**config.mk**
```make
export PLATFORM = sky130hd
export DESIGN_NAME = lsu_mem_ctrl
export DESIGN_NICKNAME = d
export VERILOG_FILES = /design/src/rtl/lsu_pkg.sv /design/src/rtl/lsu_store_align.sv /design/src/rtl/lsu_mem_ctrl.sv
export SDC_FILE = /design/constraint.sdc
export NUM_CORES = 1
export LEC_CHECK = 0
export BUFFER_PORTS_ARGS = -buffer_cell sky130_fd_sc_hd__buf_4
export CAP_MARGIN = 25
export CORE_ASPECT_RATIO = 0.6
export CORE_MARGIN = 3
export CORE_UTILIZATION = 40
export CTS_CLUSTER_DIAMETER = 60
export DETAILED_ROUTE_END_ITERATION = 7
export GPL_ROUTABILITY_DRIVEN = 0
export GPL_TIMING_DRIVEN = 0
export PLACE_DENSITY = 0.66
export SKIP_LAST_GASP = 1
export SLEW_MARGIN = 20
export SYNTH_ARGS = -nofsm -noshare
export SYNTH_HDL_FRONTEND = slang
export SYNTH_SLANG_ARGS = --single-unit
```
**constraint.sdc**
```tcl
create_clock -name clk -period 9.8 [get_ports clk]
set_input_delay 0.49 -clock clk [delete_from_list [all_inputs] [get_ports clk]]
set_output_delay 0.49 -clock clk [all_outputs]
set_load 0.01 [all_outputs]
```
**src/rtl/lsu_pkg.sv**
```systemverilog
// Shared types and helpers for the load/store unit.
//   - size encodings driven by the core on req_size
//   - controller state and exception cause enums
//   - request legality / alignment predicates
package lsu_pkg;

    localparam int unsigned DATA_W = 32;
    localparam int unsigned BE_W   = 4;
    localparam int unsigned SIZE_W = 3;

    localparam logic [SIZE_W-1:0] SZ_B  = 3'b000;
    localparam logic [SIZE_W-1:0] SZ_BU = 3'b001;
    localparam logic [SIZE_W-1:0] SZ_H  = 3'b010;
    localparam logic [SIZE_W-1:0] SZ_HU = 3'b011;
    localparam logic [SIZE_W-1:0] SZ_W  = 3'b100;

    typedef enum logic [1:0] {
        ST_IDLE,
        ST_ACCESS,
        ST_RESP,
        ST_ERR
    } state_e;

    typedef enum logic {
        CAUSE_MISALIGN,
        CAUSE_FAULT
    } cause_e;

    // Reserved encodings, or an unsigned size on a store (meaningless for writes).
    function automatic logic size_illegal(input logic [SIZE_W-1:0] size, input logic we);
        logic bad;
        bad = (size > SZ_W);
        if (we && ((size == SZ_BU) || (size == SZ_HU))) begin
            bad = 1'b1;
        end
        return bad;
    endfunction

    // Halves need addr[0] clear, words need addr[1:0] clear; bytes are always aligned.
    function automatic logic size_misaligned(input logic [SIZE_W-1:0] size, input logic [1:0] addr_lo);
        logic mis;
        mis = 1'b0;
        if ((size == SZ_H) || (size == SZ_HU)) begin
            mis = addr_lo[0];
        end else if (size == SZ_W) begin
            mis = (addr_lo != 2'b00);
        end
        return mis;
    endfunction

endpackage

```
**src/rtl/lsu_store_align.sv**
```systemverilog
// Combinational byte-lane logic for a bus access.
//   size_i      access size encoding (signedness ignored)
//   addr_lo_i   byte offset within the word
//   wdata_i     right-justified store data
//   be_c_o      byte enables for the addressed lanes
//   wdata_c_o   store data replicated across all lanes
module lsu_store_align
    import lsu_pkg::*;
(
    input  logic [SIZE_W-1:0] size_i,
    input  logic [1:0]        addr_lo_i,
    input  logic [DATA_W-1:0] wdata_i,
    output logic [BE_W-1:0]   be_c_o,
    output logic [DATA_W-1:0] wdata_c_o
);

    // size[2:1] groups b/bu, h/hu and w; replication lets the bus pick any lane.
    always_comb begin
        be_c_o    = 4'b1111;
        wdata_c_o = wdata_i;
        case (size_i[2:1])
            2'b00: begin
                be_c_o    = 4'b0001 << addr_lo_i;
                wdata_c_o = {4{wdata_i[7:0]}};
            end
            2'b01: begin
                be_c_o    = 4'b0011 << {addr_lo_i[1], 1'b0};
                wdata_c_o = {2{wdata_i[15:0]}};
            end
            default: begin
                be_c_o    = 4'b1111;
                wdata_c_o = wdata_i;
            end
        endcase
    end

endmodule

```
**src/rtl/lsu_mem_ctrl.sv**
```systemverilog
// Load/store sequencer between execute stage and single-port data memory.
//   Core side : req_valid/req_ready handshake, req_we, req_size, req_addr, req_wdata
//   Bus side  : mem_req, mem_we, mem_addr (word aligned), mem_be, mem_wdata, mem_ack, mem_rdata
//   Load data : mbr, delayed_addr, size_q with ld_valid pulse
//   Status    : st_done, exc_misalign, exc_fault pulses; busy
module lsu_mem_ctrl
    import lsu_pkg::*;
#(
    parameter int unsigned ADDR_W   = 32,
    parameter int unsigned WAIT_MAX = 15
) (
    input  logic              clk,
    input  logic              rst,
    input  logic              req_valid,
    output logic              req_ready,
    input  logic              req_we,
    input  logic [2:0]        req_size,
    input  logic [ADDR_W-1:0] req_addr,
    input  logic [31:0]       req_wdata,
    output logic              mem_req,
    output logic              mem_we,
    output logic [ADDR_W-1:0] mem_addr,
    output logic [3:0]        mem_be,
    output logic [31:0]       mem_wdata,
    input  logic              mem_ack,
    input  logic [31:0]       mem_rdata,
    output logic [31:0]       mbr,
    output logic [ADDR_W-1:0] delayed_addr,
    output logic [2:0]        size_q,
    output logic              ld_valid,
    output logic              st_done,
    output logic              exc_misalign,
    output logic              exc_fault,
    output logic              busy
);

    localparam int unsigned CNT_W = (WAIT_MAX > 1) ? $clog2(WAIT_MAX) : 1;

    state_e              state_q, state_d;
    cause_e              cause_q, cause_d;
    logic [CNT_W-1:0]    cnt_q, cnt_d;
    logic [ADDR_W-1:0]   lat_addr_q, lat_addr_d;
    logic [SIZE_W-1:0]   lat_size_q, lat_size_d;
    logic                lat_we_q, lat_we_d;

    logic                mem_req_q, mem_req_d;
    logic                mem_we_q, mem_we_d;
    logic [ADDR_W-1:0]   mem_addr_q, mem_addr_d;
    logic [BE_W-1:0]     mem_be_q, mem_be_d;
    logic [DATA_W-1:0]   mem_wdata_q, mem_wdata_d;
    logic [DATA_W-1:0]   mbr_q, mbr_d;
    logic [ADDR_W-1:0]   daddr_q, daddr_d;
    logic [SIZE_W-1:0]   size_out_q, size_out_d;
    logic                ld_valid_q, ld_valid_d;
    logic                st_done_q, st_done_d;
    logic                exc_mis_q, exc_mis_d;
    logic                exc_flt_q, exc_flt_d;
    logic                req_ready_q, req_ready_d;
    logic                busy_q, busy_d;

    logic [BE_W-1:0]     be_c;
    logic [DATA_W-1:0]   wdata_c;
    logic                timeout_c;

    // Lane logic works on the incoming request; results are captured on accept.
    lsu_store_align u_store_align (
        .size_i    (req_size),
        .addr_lo_i (req_addr[1:0]),
        .wdata_i   (req_wdata),
        .be_c_o    (be_c),
        .wdata_c_o (wdata_c)
    );

    // Fires on the WAIT_MAX-th ACCESS cycle; a same-cycle ack takes priority below.
    assign timeout_c = (WAIT_MAX != 0) && (32'(cnt_q) == (WAIT_MAX - 32'd1));

    // Next-state and next-output logic.
    always_comb begin
        state_d     = state_q;
        cause_d     = cause_q;
        cnt_d       = cnt_q;
        lat_addr_d  = lat_addr_q;
        lat_size_d  = lat_size_q;
        lat_we_d    = lat_we_q;
        mem_we_d    = mem_we_q;
        mem_addr_d  = mem_addr_q;
        mem_be_d    = mem_be_q;
        mem_wdata_d = mem_wdata_q;
        mbr_d       = mbr_q;
        daddr_d     = daddr_q;
        size_out_d  = size_out_q;

        case (state_q)
            ST_IDLE: begin
                if (req_valid) begin
                    lat_addr_d = req_addr;
                    lat_size_d = req_size;
                    lat_we_d   = req_we;
                    cnt_d      = '0;
                    if (size_illegal(req_size, req_we)) begin
                        state_d = ST_ERR;
                        cause_d = CAUSE_FAULT;
                    end else if (size_misaligned(req_size, req_addr[1:0])) begin
                        state_d = ST_ERR;
                        cause_d = CAUSE_MISALIGN;
                    end else begin
                        state_d     = ST_ACCESS;
                        mem_we_d    = req_we;
                        mem_addr_d  = {req_addr[ADDR_W-1:2], 2'b00};
                        mem_be_d    = be_c;
                        mem_wdata_d = wdata_c;
                    end
                end
            end
            ST_ACCESS: begin
                if (mem_ack) begin
                    state_d = ST_RESP;
                    if (!lat_we_q) begin
                        mbr_d      = mem_rdata;
                        daddr_d    = lat_addr_q;
                        size_out_d = lat_size_q;
                    end
                end else if (timeout_c) begin
                    state_d = ST_ERR;
                    cause_d = CAUSE_FAULT;
                end else begin
                    cnt_d = cnt_q + CNT_W'(1);
                end
            end
            ST_RESP: state_d = ST_IDLE;
            ST_ERR:  state_d = ST_IDLE;
            default: state_d = ST_IDLE;
        endcase

        // Registered outputs are decoded from the next state so they align with it.
        mem_req_d   = (state_d == ST_ACCESS);
        ld_valid_d  = (state_d == ST_RESP) && !lat_we_d;
        st_done_d   = (state_d == ST_RESP) && lat_we_d;
        exc_mis_d   = (state_d == ST_ERR) && (cause_d == CAUSE_MISALIGN);
        exc_flt_d   = (state_d == ST_ERR) && (cause_d == CAUSE_FAULT);
        req_ready_d = (state_d == ST_IDLE);
        busy_d      = (state_d != ST_IDLE);
    end

    // State and output registers.
    always_ff @(posedge clk or posedge rst) begin
        if (rst) begin
            state_q     <= ST_IDLE;
            cause_q     <= CAUSE_MISALIGN;
            cnt_q       <= '0;
            lat_addr_q  <= '0;
            lat_size_q  <= '0;
            lat_we_q    <= 1'b0;
            mem_req_q   <= 1'b0;
            mem_we_q    <= 1'b0;
            mem_addr_q  <= '0;
            mem_be_q    <= '0;
            mem_wdata_q <= '0;
            mbr_q       <= '0;
            daddr_q     <= '0;
            size_out_q  <= '0;
            ld_valid_q  <= 1'b0;
            st_done_q   <= 1'b0;
            exc_mis_q   <= 1'b0;
            exc_flt_q   <= 1'b0;
            req_ready_q <= 1'b1;
            busy_q      <= 1'b0;
        end else begin
            state_q     <= state_d;
            cause_q     <= cause_d;
            cnt_q       <= cnt_d;
            lat_addr_q  <= lat_addr_d;
            lat_size_q  <= lat_size_d;
            lat_we_q    <= lat_we_d;
            mem_req_q   <= mem_req_d;
            mem_we_q    <= mem_we_d;
            mem_addr_q  <= mem_addr_d;
            mem_be_q    <= mem_be_d;
            mem_wdata_q <= mem_wdata_d;
            mbr_q       <= mbr_d;
            daddr_q     <= daddr_d;
            size_out_q  <= size_out_d;
            ld_valid_q  <= ld_valid_d;
            st_done_q   <= st_done_d;
            exc_mis_q   <= exc_mis_d;
            exc_flt_q   <= exc_flt_d;
            req_ready_q <= req_ready_d;
            busy_q      <= busy_d;
        end
    end

    assign req_ready    = req_ready_q;
    assign mem_req      = mem_req_q;
    assign mem_we       = mem_we_q;
    assign mem_addr     = mem_addr_q;
    assign mem_be       = mem_be_q;
    assign mem_wdata    = mem_wdata_q;
    assign mbr          = mbr_q;
    assign delayed_addr = daddr_q;
    assign size_q       = size_out_q;
    assign ld_valid     = ld_valid_q;
    assign st_done      = st_done_q;
    assign exc_misalign = exc_mis_q;
    assign exc_fault    = exc_flt_q;
    assign busy         = busy_q;

endmodule

```
==> impl_metrics.toml <==
[status]
status = "finished, final reports clean"

[final_layout]
layout_common_cells = "buf_4, dfrtp_1, nand2_1"
drive_gt1_share_pct = 48.1
final_core_util_pct = 57.9
mostFrequentLayoutCell = "buf_4"
num_antenna_cells = 0
nFillCells = 1465
fin_cells = 1095
area_growth_pct = 37.5
final_nets = 955

[sta]
finalHoldViolations = 0
worst_slack_ns = 7.68
max_slew_margin_pct = 48.4
tightest_slew_ns = 0.774
clock.fmax_mhz = 471
rsz0062_at_grt = "no"
finClkSkew_ns = 0.0152
fin_crit_sh_pct = 21.7
hold_ws_ns = 0.125
setup_viol = 0
drv_slew = 0
tns_ns = 0
fin_crit_ns = 2.12

[clock_tree]
cts.clk_slew.worst_paths_ns = 0.07
cts_buffers = 17
clock_sinks = 184
ctsResizeCount = 0
clock_latency_ns = 0.42
ctsRootBufferMaster = "clkbuf_16"
htree_levels = 4
tritoncts = "yes"
clockBufferDepth = 2
ctsHoldBuffers = 0
post_cts_buffers = 0

[global_routing]
grt-ovfl-total = 0
grt_antenna_before_repair = 1
use_met3_pct = 6.86
grt_usage_pct = 19.6
grt_util_met1_pct = 27.6
grt.busiest_layer = "met2"
grt_pass1_wl_mm = 31.7
grt_max_degree = 105
use_met2_pct = 29.0
grt_pass1_vias = 5821

[detailed_routing]
drt_iter0_markers = 305
routed_via_density = 4.94
num_vias = 5405
wirelength_mm = 19.6
wl_per_cell_um = 17.9
postRouteAntennaNets = 0
drt_first_pass_iters = 4
route.detailed.drc = 0

[worst_setup_path]
cp-start-kind = "flop"
worst-r2r-setup-slack_ns = 7.68
crit_fanout = 10
critical_path_class = "flop to flop"
worst_ep_required_time_ns = 10.10
cp-end-kind = "flop"
crit_arrival_ns = 2.42

[placement]
dp_slack_ns = 7.58
dp.final_hpwl_mm = 14.8
post-place-cells = 1064
io_buffers = 242

[die]
coreArea_um2 = 17600
row_count = 37
dieWidth_um = 182
start_util_pct = 42.1
ios = 247
die_h_um = 112
die-area_um2 = 20300

[synthesis]
synth.avg_cell_area_um2 = 12.7
ys_ff_latch = 184
yosys_warnings = 0
synth_cell_type_count = 40
synth_area_um2 = 7420
syn_inst = 586
synth_seq_area_share_pct = 62.1

[min_path]
hp-class = "input pin to asynchronous set/reset pin"

[power_and_ir_drop]
power.density_nw_per_um2 = 327
p_leak_uw = 0.00514
vdd_ir_drop_max_uv = 167

[job]
maxCapViolations = 0
[cells by family after synthesis]
logic type,synth area share [%]
XOR/XNOR,0.236
buffers and inverters,2.87
multiplexers,20.2
AND/OR/NAND/NOR,9.24
other,0.0505
flip-flops,62.1
AO/OA/AOI/OAI,5.02
adder cells (fa/ha/maj),0.337
[state kept, by name, summed over array words and instances, names as in the netlist]
| name | cells |
|---|---|
| busy | 1 |
| cause_q | 1 |
| cnt_q | 4 |
| delayed_addr | 32 |
| exc_fault | 1 |
| exc_misalign | 1 |
| lat_addr_q | 32 |
| lat_size_q | 3 |
| lat_we_q | 1 |
| ld_valid | 1 |
| mbr | 32 |
| mem_addr | 30 |
| mem_be | 4 |
| mem_req | 1 |
| mem_wdata | 32 |
| mem_we | 1 |
| req_ready | 1 |
| size_q | 3 |
| st_done | 1 |
| state_q | 2 |
[cells in the mapped netlist]
library cell  count  area [um2]
dfrtp_1         183        4580
nand2_1         137         514
mux2_2           93        1050
o21ai_0          28         140
mux2i_1          24         240
a21oi_1          15        75.1
nor2_1           15        56.3
buf_2            14        70.1
mux2_4           14         210
clkbuf_1         10        37.5
inv_1             6        22.5
buf_4             5        37.5
buf_1             3        11.3
buf_6             3        33.8
nand3_1           3        15.0
o21ai_1           3        15.0
a31oi_1           2        12.5
and3_1            2        12.5
ha_1              2        25.0
nor2_2            2        12.5
nor2b_1           2        12.5
xor2_1            2        17.5
a221o_1           1        10.0
a221oi_4          1        26.3
a22o_1            1        8.76
a32oi_1           1        8.76
a41o_1            1        10.0
conb_1            1        3.75
dfstp_2           1        26.3
nand2b_1          1        6.26
nor3b_1           1        7.51
nor3b_2           1        12.5
nor4_4            1        21.3
o21ai_2           1        8.76
o21ba_2           1        10.0
o31ai_1           1        7.51
o31ai_2           1        12.5
o32ai_4           1        27.5
or3_1             1        6.26
or3b_2            1        8.76
[path summary, 6_finish.rpt]
check | startpoint | end | cells after the start
worst max-delay path | state_q[0] | delayed_addr[15] | 7
worst min-delay path | rst | mem_addr[15] | 2
worst max register to register | state_q[0] | delayed_addr[15] | 7
worst min register to register | lat_addr_q[15] | lat_addr_q[15] | 2
max in group asynchronous | rst | delayed_addr[6] | 3
min in group clk | req_addr[7] | lat_addr_q[7] | 3
[report_power, final]
part | switching [uW] | total (uW) | internal, uW
sequential | 207 | 1330 | 1130
clock | 292 | 741 | 449
combinational | 576 | 1260 | 683
[layer usage]
metal	wire [um]	share of wire, %	up-vias
li1	-	-	2495
met1	8940	46	2674
met2	8650	44	210
met3	1680	8.6	26
met4	315	1.6	0
met5	0	0	-
[cell type report]
type                            instances  area (um2)  share of cell area [%]
Inverter                                6        30.0                   0.294
Sequential cell                       184        4610                    45.1
Buffer                                 35         190                    1.86
Tap cell                              234         293                    2.87
Clock inverter                         10         166                    1.63
Clock buffer                           21         470                    4.61
Timing Repair Buffer                  243        1840                    18.1
Multi-Input combinational cell        362        2610                    25.5
[worst max-delay path, cell delays in order (launching register included)]
cell and delay [ns]:
dfrtp_1 0.38, nor2b_1 0.15, buf_2 0.19, nand2_1 0.08
nor2_2 0.33, buf_4 0.27, buf_4 0.23, mux2_2 0.35
[metrics by stage]
stage          cell area (um2)  power (uW)
2_1_floorplan             7420        1940
3_3_place_gp              9530        2570
3_5_place_dp              9570        2620
4_1_cts                  10200        3380
5_1_grt                  10200        3550
6_report                 10200        3330
No activity file was read; power rests on OpenSTA's default activity.
